**src/rtl/deser_queue_top.sv**
```systemverilog
// Byte collector: MSB-first serial deserializer feeding an 8-entry byte FIFO with a
// registered pop output. The two halves have independent async active-high resets.
module deser_queue_top (
  input  logic       clk,
  input  logic       deserializer_rst,
  input  logic       queue_rst,
  input  logic       data_in,
  input  logic       write_in,
  input  logic       dequeue_in,
  output logic [7:0] queue_data_out
);

  // Only the seven most recent bits need storing; the eighth arrives on data_in.
  logic [6:0] shift_q;
  logic [2:0] bit_cnt_q;
  logic [7:0] pending_q;
  logic       pending_vld_q;

  logic [7:0] mem [8];
  logic [2:0] wr_ptr_q;
  logic [2:0] rd_ptr_q;
  logic [3:0] count_q;

  logic       full;
  logic       empty;
  logic       push;
  logic       pop;
  logic       capture;
  logic [7:0] shift_next;

  // NOTE: every output of this block is assigned first, so no latch can be inferred.
  always_comb begin
    full       = (count_q == 4'd8);
    empty      = (count_q == 4'd0);
    // Hand-off is held off while the FIFO is in reset so the pending byte survives.
    push       = pending_vld_q && !full && !queue_rst;
    pop        = dequeue_in && !empty;
    // Capture resumes on the hand-off edge, so a free-running stream loses no bits.
    capture    = write_in && (!pending_vld_q || push);
    shift_next = {shift_q, data_in};
  end

  // NOTE: sequential state uses non-blocking assignments so every flop samples pre-edge values.
  always_ff @(posedge clk or posedge deserializer_rst) begin
    if (deserializer_rst) begin
      shift_q       <= '0;
      bit_cnt_q     <= '0;
      pending_q     <= '0;
      pending_vld_q <= 1'b0;
    end else begin
      if (push) pending_vld_q <= 1'b0;
      if (capture) begin
        shift_q <= shift_next[6:0];
        if (bit_cnt_q == 3'd7) begin
          pending_q     <= shift_next;
          pending_vld_q <= 1'b1;
          bit_cnt_q     <= '0;
        end else begin
          bit_cnt_q <= bit_cnt_q + 3'd1;
        end
      end
    end
  end

  // NOTE: storage array has no reset; the pointers and count define which entries are valid.
  always_ff @(posedge clk) begin
    if (push) mem[wr_ptr_q] <= pending_q;
  end

  always_ff @(posedge clk or posedge queue_rst) begin
    if (queue_rst) begin
      wr_ptr_q       <= '0;
      rd_ptr_q       <= '0;
      count_q        <= '0;
      queue_data_out <= 8'h00;
    end else begin
      if (push) wr_ptr_q <= wr_ptr_q + 3'd1;
      if (pop) begin
        queue_data_out <= mem[rd_ptr_q];
        rd_ptr_q       <= rd_ptr_q + 3'd1;
      end
      case ({push, pop})
        2'b10:   count_q <= count_q + 4'd1;
        2'b01:   count_q <= count_q - 4'd1;
        default: count_q <= count_q;
      endcase
    end
  end

endmodule

```
**config.mk**
```make
export PLATFORM = sky130hd
export DESIGN_NAME = deser_queue_top
export DESIGN_NICKNAME = d
export VERILOG_FILES = /design/src/rtl/deser_queue_top.sv
export SDC_FILE = /design/constraint.sdc
export NUM_CORES = 1
export LEC_CHECK = 0
export BUFFER_PORTS_ARGS = -buffer_cell sky130_fd_sc_hd__buf_4
export CORE_UTILIZATION = 38
export DETAILED_ROUTE_END_ITERATION = 10
export HOLD_SLACK_MARGIN = 0.02
export PLACE_DENSITY = 0.52
export SYNTH_ARGS = -nofsm -noshare
export SYNTH_HDL_FRONTEND = slang
export SYNTH_SLANG_ARGS = --single-unit
```
**constraint.sdc**
```tcl
create_clock -name clk -period 7.2 [get_ports clk]
set_input_delay 1.44 -clock clk [delete_from_list [all_inputs] [get_ports clk]]
set_output_delay 1.44 -clock clk [all_outputs]
set_load 0.005 [all_outputs]
```
== Word-level counts from Yosys, hierarchy flattened ==
Memory sizes are Yosys's and may differ from the RTL's. A register that Yosys moved wholly into a read port is not among the register bits.
Cells that the tools add are included.

* Bits in registers: 29
* RAM bits: 64
* Input port bits: 6
* Logic and storage cells: 36
* Memories: 1

{| class="wikitable"
|+ Memories
! memory !! words !! width !! rd ports !! clocked after Yosys merged registers in !! write ports !! RTL line !! text
|-
| mem || 8 || 8 || 1 || 1 || 1 || 19 || <nowiki>logic [7:0] mem [8];</nowiki>
|}

* $add $sub $neg: 5
* Eq/ne operators: 4
* Multiplexer cells: 7
* Reduce and logical (&&, ||, !) cells: 12

{| class="wikitable"
|+ Operator list
! cell !! count
|-
| adder 3 x 1 -> 3 bit, second input constant || 3
|-
| case mux 4 bit (2 select lines) || 1
|-
| two-way mux 1 bit || 5
|-
| adder 4 x 1 -> 4 bit, second input constant || 1
|-
| equality test 4 bit, second input constant || 1
|-
| logical AND 1 bit || 4
|-
| logical NOT 1 bit || 4
|-
| logical NOT 4 bit || 1
|-
| subtractor 4 x 1 -> 4 bit, second input constant || 1
|-
| equality test 3 bit, second input constant || 1
|-
| two-way mux 3 bit || 1
|-
| equality test 2 x 1 -> 1 bit, second input constant || 1
|-
| equality test 2 bit, second input constant || 1
|-
| AND reduction 2 bit || 1
|-
| nonzero test 2 bit || 1
|-
| logical OR 1 bit || 1
|}

== Longest topological paths before layout ==
* Depth in word-level cells: 7
* Depth in mapped cells: 11
* Depth with buffers taken out: 10

== Worst setup path after synthesis ==
OpenSTA, ideal clock, no wires.

* Path type: in2reg
* Start point: in queue_rst
* End point: reg count_q[2]
* Library setup time: 126 ps
* Arrival time: 2833 ps
* Data required time: 7074 ps
* Path slack: 4242 ps
* Stages on the path: 9
* Path buffers: 0
* Path through: nor2_1 > nand2_1 > ha_1 > xor2_1 > ha_1 > a21oi_1 > xor2_1 > nor2_1 > xor2_1

* Word-level cells in the longest chain between the ends: 4
* Elaborated cells between the ends (all ways): 6

{| class="wikitable"
|+ RTL lines
! what !! RTL line !! text
|-
| from (decl) || 6 || <nowiki>input logic queue_rst,</nowiki>
|-
| logical NOT 1 bit (no source line) (*) || - ||
|-
| logical AND 1 bit (*) || 36 || <nowiki>push = pending_vld_q && !full && !queue_rst;</nowiki>
|-
| equality test 2 x 1 -> 1 bit or equality test 2 bit (tied branches) || 82 || <nowiki>case ({push, pop})</nowiki>
|-
| case mux 4 bit (2 select lines) or nonzero test 2 bit (tied branches) || - ||
|-
| to (signal assigned) || 83 || <nowiki>2'b10: count_q <= count_q + 4'd1;</nowiki>
|-
| to (signal assigned) || 84 || <nowiki>2'b01: count_q <= count_q - 4'd1;</nowiki>
|-
| to (signal assigned) || 85 || <nowiki>default: count_q <= count_q;</nowiki>
|-
| to (decl) || 22 || <nowiki>logic [3:0] count_q;</nowiki>
|}

Every way passes the cells marked *; elsewhere a longest branch is shown, timed or not.
A chain may end at the register's enable or synchronous reset.

== Worst setup path after layout ==
* Start point: in queue_rst
* End point: mem mem[1][3] (enable)

* Word-level cells in the longest chain between the ends: 4

{| class="wikitable"
|+ RTL lines
! what !! RTL line !! text
|-
| logical NOT 1 bit (no source line) || - ||
|-
| logical AND 1 bit || 36 ||
|-
| two-way mux 1 bit || 67 || <nowiki>if (push) mem[wr_ptr_q] <= pending_q;</nowiki>
|-
| two-way mux 1 bit (not written as such) || 67 ||
|-
| to (decl) || 19 ||
|}

No other way between the ends.

==> impl_metrics.toml <==
[synth]
avgSynthCellArea_um2 = 16.28
synthFlopType = "edfxtp_1"
syn-cell-area_um2 = 4135
synth_fp_nets = 267
yosysWarnings = 0
async_flop_share_pct = 36.63
synth_edf_count = 64
yosysSeqAreaShare_pct = 68.87
syn_inst = 254
synth.distinct_cells = 34
ys_ff_latch = 101

[sta]
fin_tns_setup_ps = 0
setup_violations = 0
fin_crit_sh_pct = 40.06
grt_setup_unrepaired = "false"
finalClockSkew_ps = 16.53
clock.fmax_mhz = 346.7
drv_slew = 0
hold_viol_final = 0
slew_headroom_pct = 25.15
tightest_slew_ps = 1114
fin_crit_ps = 2885

[die]
io_pins = 14
core_um2 = 10420
fp.dieArea_um2 = 11300
start_util_pct = 39.70
fp.dieW_um = 106.3
rows = 37
die_h_um = 106.3

[worst_setup_path]
worst_setup_path_end_kind = "flop"
r2r.worst_path.cells = 9
cp-start-kind = "primary input"
slowest_delay_ps = 880
critPathKind = "primary input to flop"
cp_max_fo = 8
arrival_ps = 2860
crit_required_ps = 7170
slowest_stage = "nor3_1"
critical_path.cell_chain = "buf_4, nor2_1, nand3_1, nor3_1"

[detailed_routing]
drc = 0
drt_iter0_drc = 111
antenna_left = 0
totalWireLength_um = 6667
num_vias = 1992
drt-pass1-iter-count = 4
via_per_inst = 4.847
wl_per_cell_um = 16.22

[placement]
hpwl_um = 4525
io_buffers = 13
gp_congestion = 0.6504

[clocking]
cts_made_buffers = 9
clock_latency_ps = 360
cts_buffer_depth = 2
cts_tree = "built"
cts.clk_slew.worst_paths_ps = 100
root_buffer = "clkbuf_8"
cts_resized = 0
hold_buffers = 0
htreeDepth = 3
numClockSinks = 101
post-cts-setup-buffers = 0

[power]
p_leak_nw = 1.670
p_seq_share_pct = 53.3
clkPwrFrac_pct = 19.2
ir_drop_mv = 0.2178
p_per_area_nw_per_um2 = 387.0
power_switching_mw = 0.5545
p_int_mw = 1.188
combinationalPowerShare_pct = 27.5
power_mw = 1.742
p_sw_share_pct = 31.83

[global_route]
grt_max_degree = 35
grt_overflow = 0
busiest_layer = "met2"
grt.total_usage_pct = 13.28
met1_usage_pct = 18.08
grt_pass1_vias = 1952
met2_usage_pct = 20.04
grt_pass1_wl_um = 10930
grtUsageMet3_pct = 4.414
antenna_found_initial = 0

[cells_and_area]
layout-drive-gt1-share_pct = 25.82
area_delta_synth_final_pct = 8.865
fillers = 937
final_cell_mix = "64 x edfxtp_1, 37 x dfrtp_1, 36 x mux2_2"
multiInputGateArea_um2 = 1182
layout_commonest_cell = "edfxtp_1"
final-seq-area_um2 = 2848
final_nets = 283
num_antenna_cells = 0

[hold_path]
min_path_type = "flop to flop"
min_path_cells = 2

[status]
status = "finished, final reports clean"

[run]
drv_cap = 0
==> metrics by stage <==
stage                     setup WS (ps)  utilization, %  instances  hold slack, ps  area, µm²
after detailed placement           3952           41.44        395           478.1       4317
after floorplan                    4242               -        254           474.9       4135
final                              4315           43.22        411           491.6       4502
after global routing               4096           43.22        411           535.8       4502
after global placement             3982           41.44        395           471.7       4317
after CTS                          4332           43.22        411           499.4       4502
==> cell usage after synthesis (2+ instances only) <==
cell / n / share of area (%)
o22ai_1: 9 / 1.4
nor3_1: 2 / 0.24
edfxtp_1: 64 / 46
nand3_1: 2 / 0.24
mux2_2: 36 / 9.8
buf_6: 3 / 0.82
mux2i_1: 16 / 3.9
o21ai_1: 8 / 0.97
ha_1: 7 / 2.1
buf_12: 2 / 0.97
xor2_1: 3 / 0.64
dfrtp_1: 37 / 22
nor2_1: 11 / 1.0
inv_1: 2 / 0.18
xnor2_1: 6 / 1.3
a221o_1: 8 / 1.9
nand2_1: 18 / 1.6
nand2b_1: 4 / 0.61
==> cell type report <==
class / instances / area share [%]
clock buffer: 11 / 3.391
clock inverter: 5 / 0.7226
inverter: 3 / 0.2501
multi-input combinational: 141 / 26.26
sequential: 101 / 63.26
tap: 136 / 3.780
timing repair buffer: 14 / 2.335
==> worst max-delay path: cells and delay by family <==
family | cells | cell delay (ps)
buffers and inverters | 1 | 120
AND/OR/NAND/NOR | 3 | 1290
==> routing by layer <==
layer / up-vias / wire, µm
li1: 984 / -
met1: 972 / 3288
met2: 29 / 3067
met3: 7 / 246
met4: 0 / 64
met5: - / 0
==> path summary, 6_finish.rpt <==
check,start,end,slack [ps]
min,queue_data_out[4],queue_data_out[4],490
max,queue_rst,mem[1][3],4320
max reg2reg,count_q[0],count_q[2],4360
min in group asynchronous,deserializer_rst,shift_q[4],1190
min reg2reg,queue_data_out[4],queue_data_out[4],490
max in group asynchronous,queue_rst,wr_ptr_q[0],5550
==> state kept, by name (all words and copies together) (netlist names) <==
register	flops
pending_vld_q	1
bit_cnt_q	3
rd_ptr_q	3
queue_data_out	8
shift_q	7
count_q	4
mem	64
wr_ptr_q	3
pending_q	8
==> power groups by stage <==
stage,logic [mW],clock network (mW),registers (mW)
4_1_cts,0.488,0.346,0.931
6_report,0.480,0.334,0.929
5_1_grt,0.536,0.368,0.956
2_1_floorplan,0.423,0,0.884
3_5_place_dp,0.486,0,0.944
3_3_place_gp,0.479,0,0.939
==> cells by family (layout without fill, tap and decap cells) <==
| logic type | after synthesis | after routing | share of synthesized area [%] |
|---|---|---|---|
| xor gates and xnor gates | 9 | 9 | 1.906 |
| and+or+nand+nor | 43 | 43 | 5.295 |
| muxes | 52 | 52 | 13.68 |
| buffers and inverters | 12 | 33 | 2.541 |
| AOI/OAI and AO/OA | 30 | 30 | 5.598 |
| adders and majority gates | 7 | 7 | 2.118 |
| DFF | 101 | 101 | 68.87 |
No activity file was read; power rests on OpenSTA's default activity.
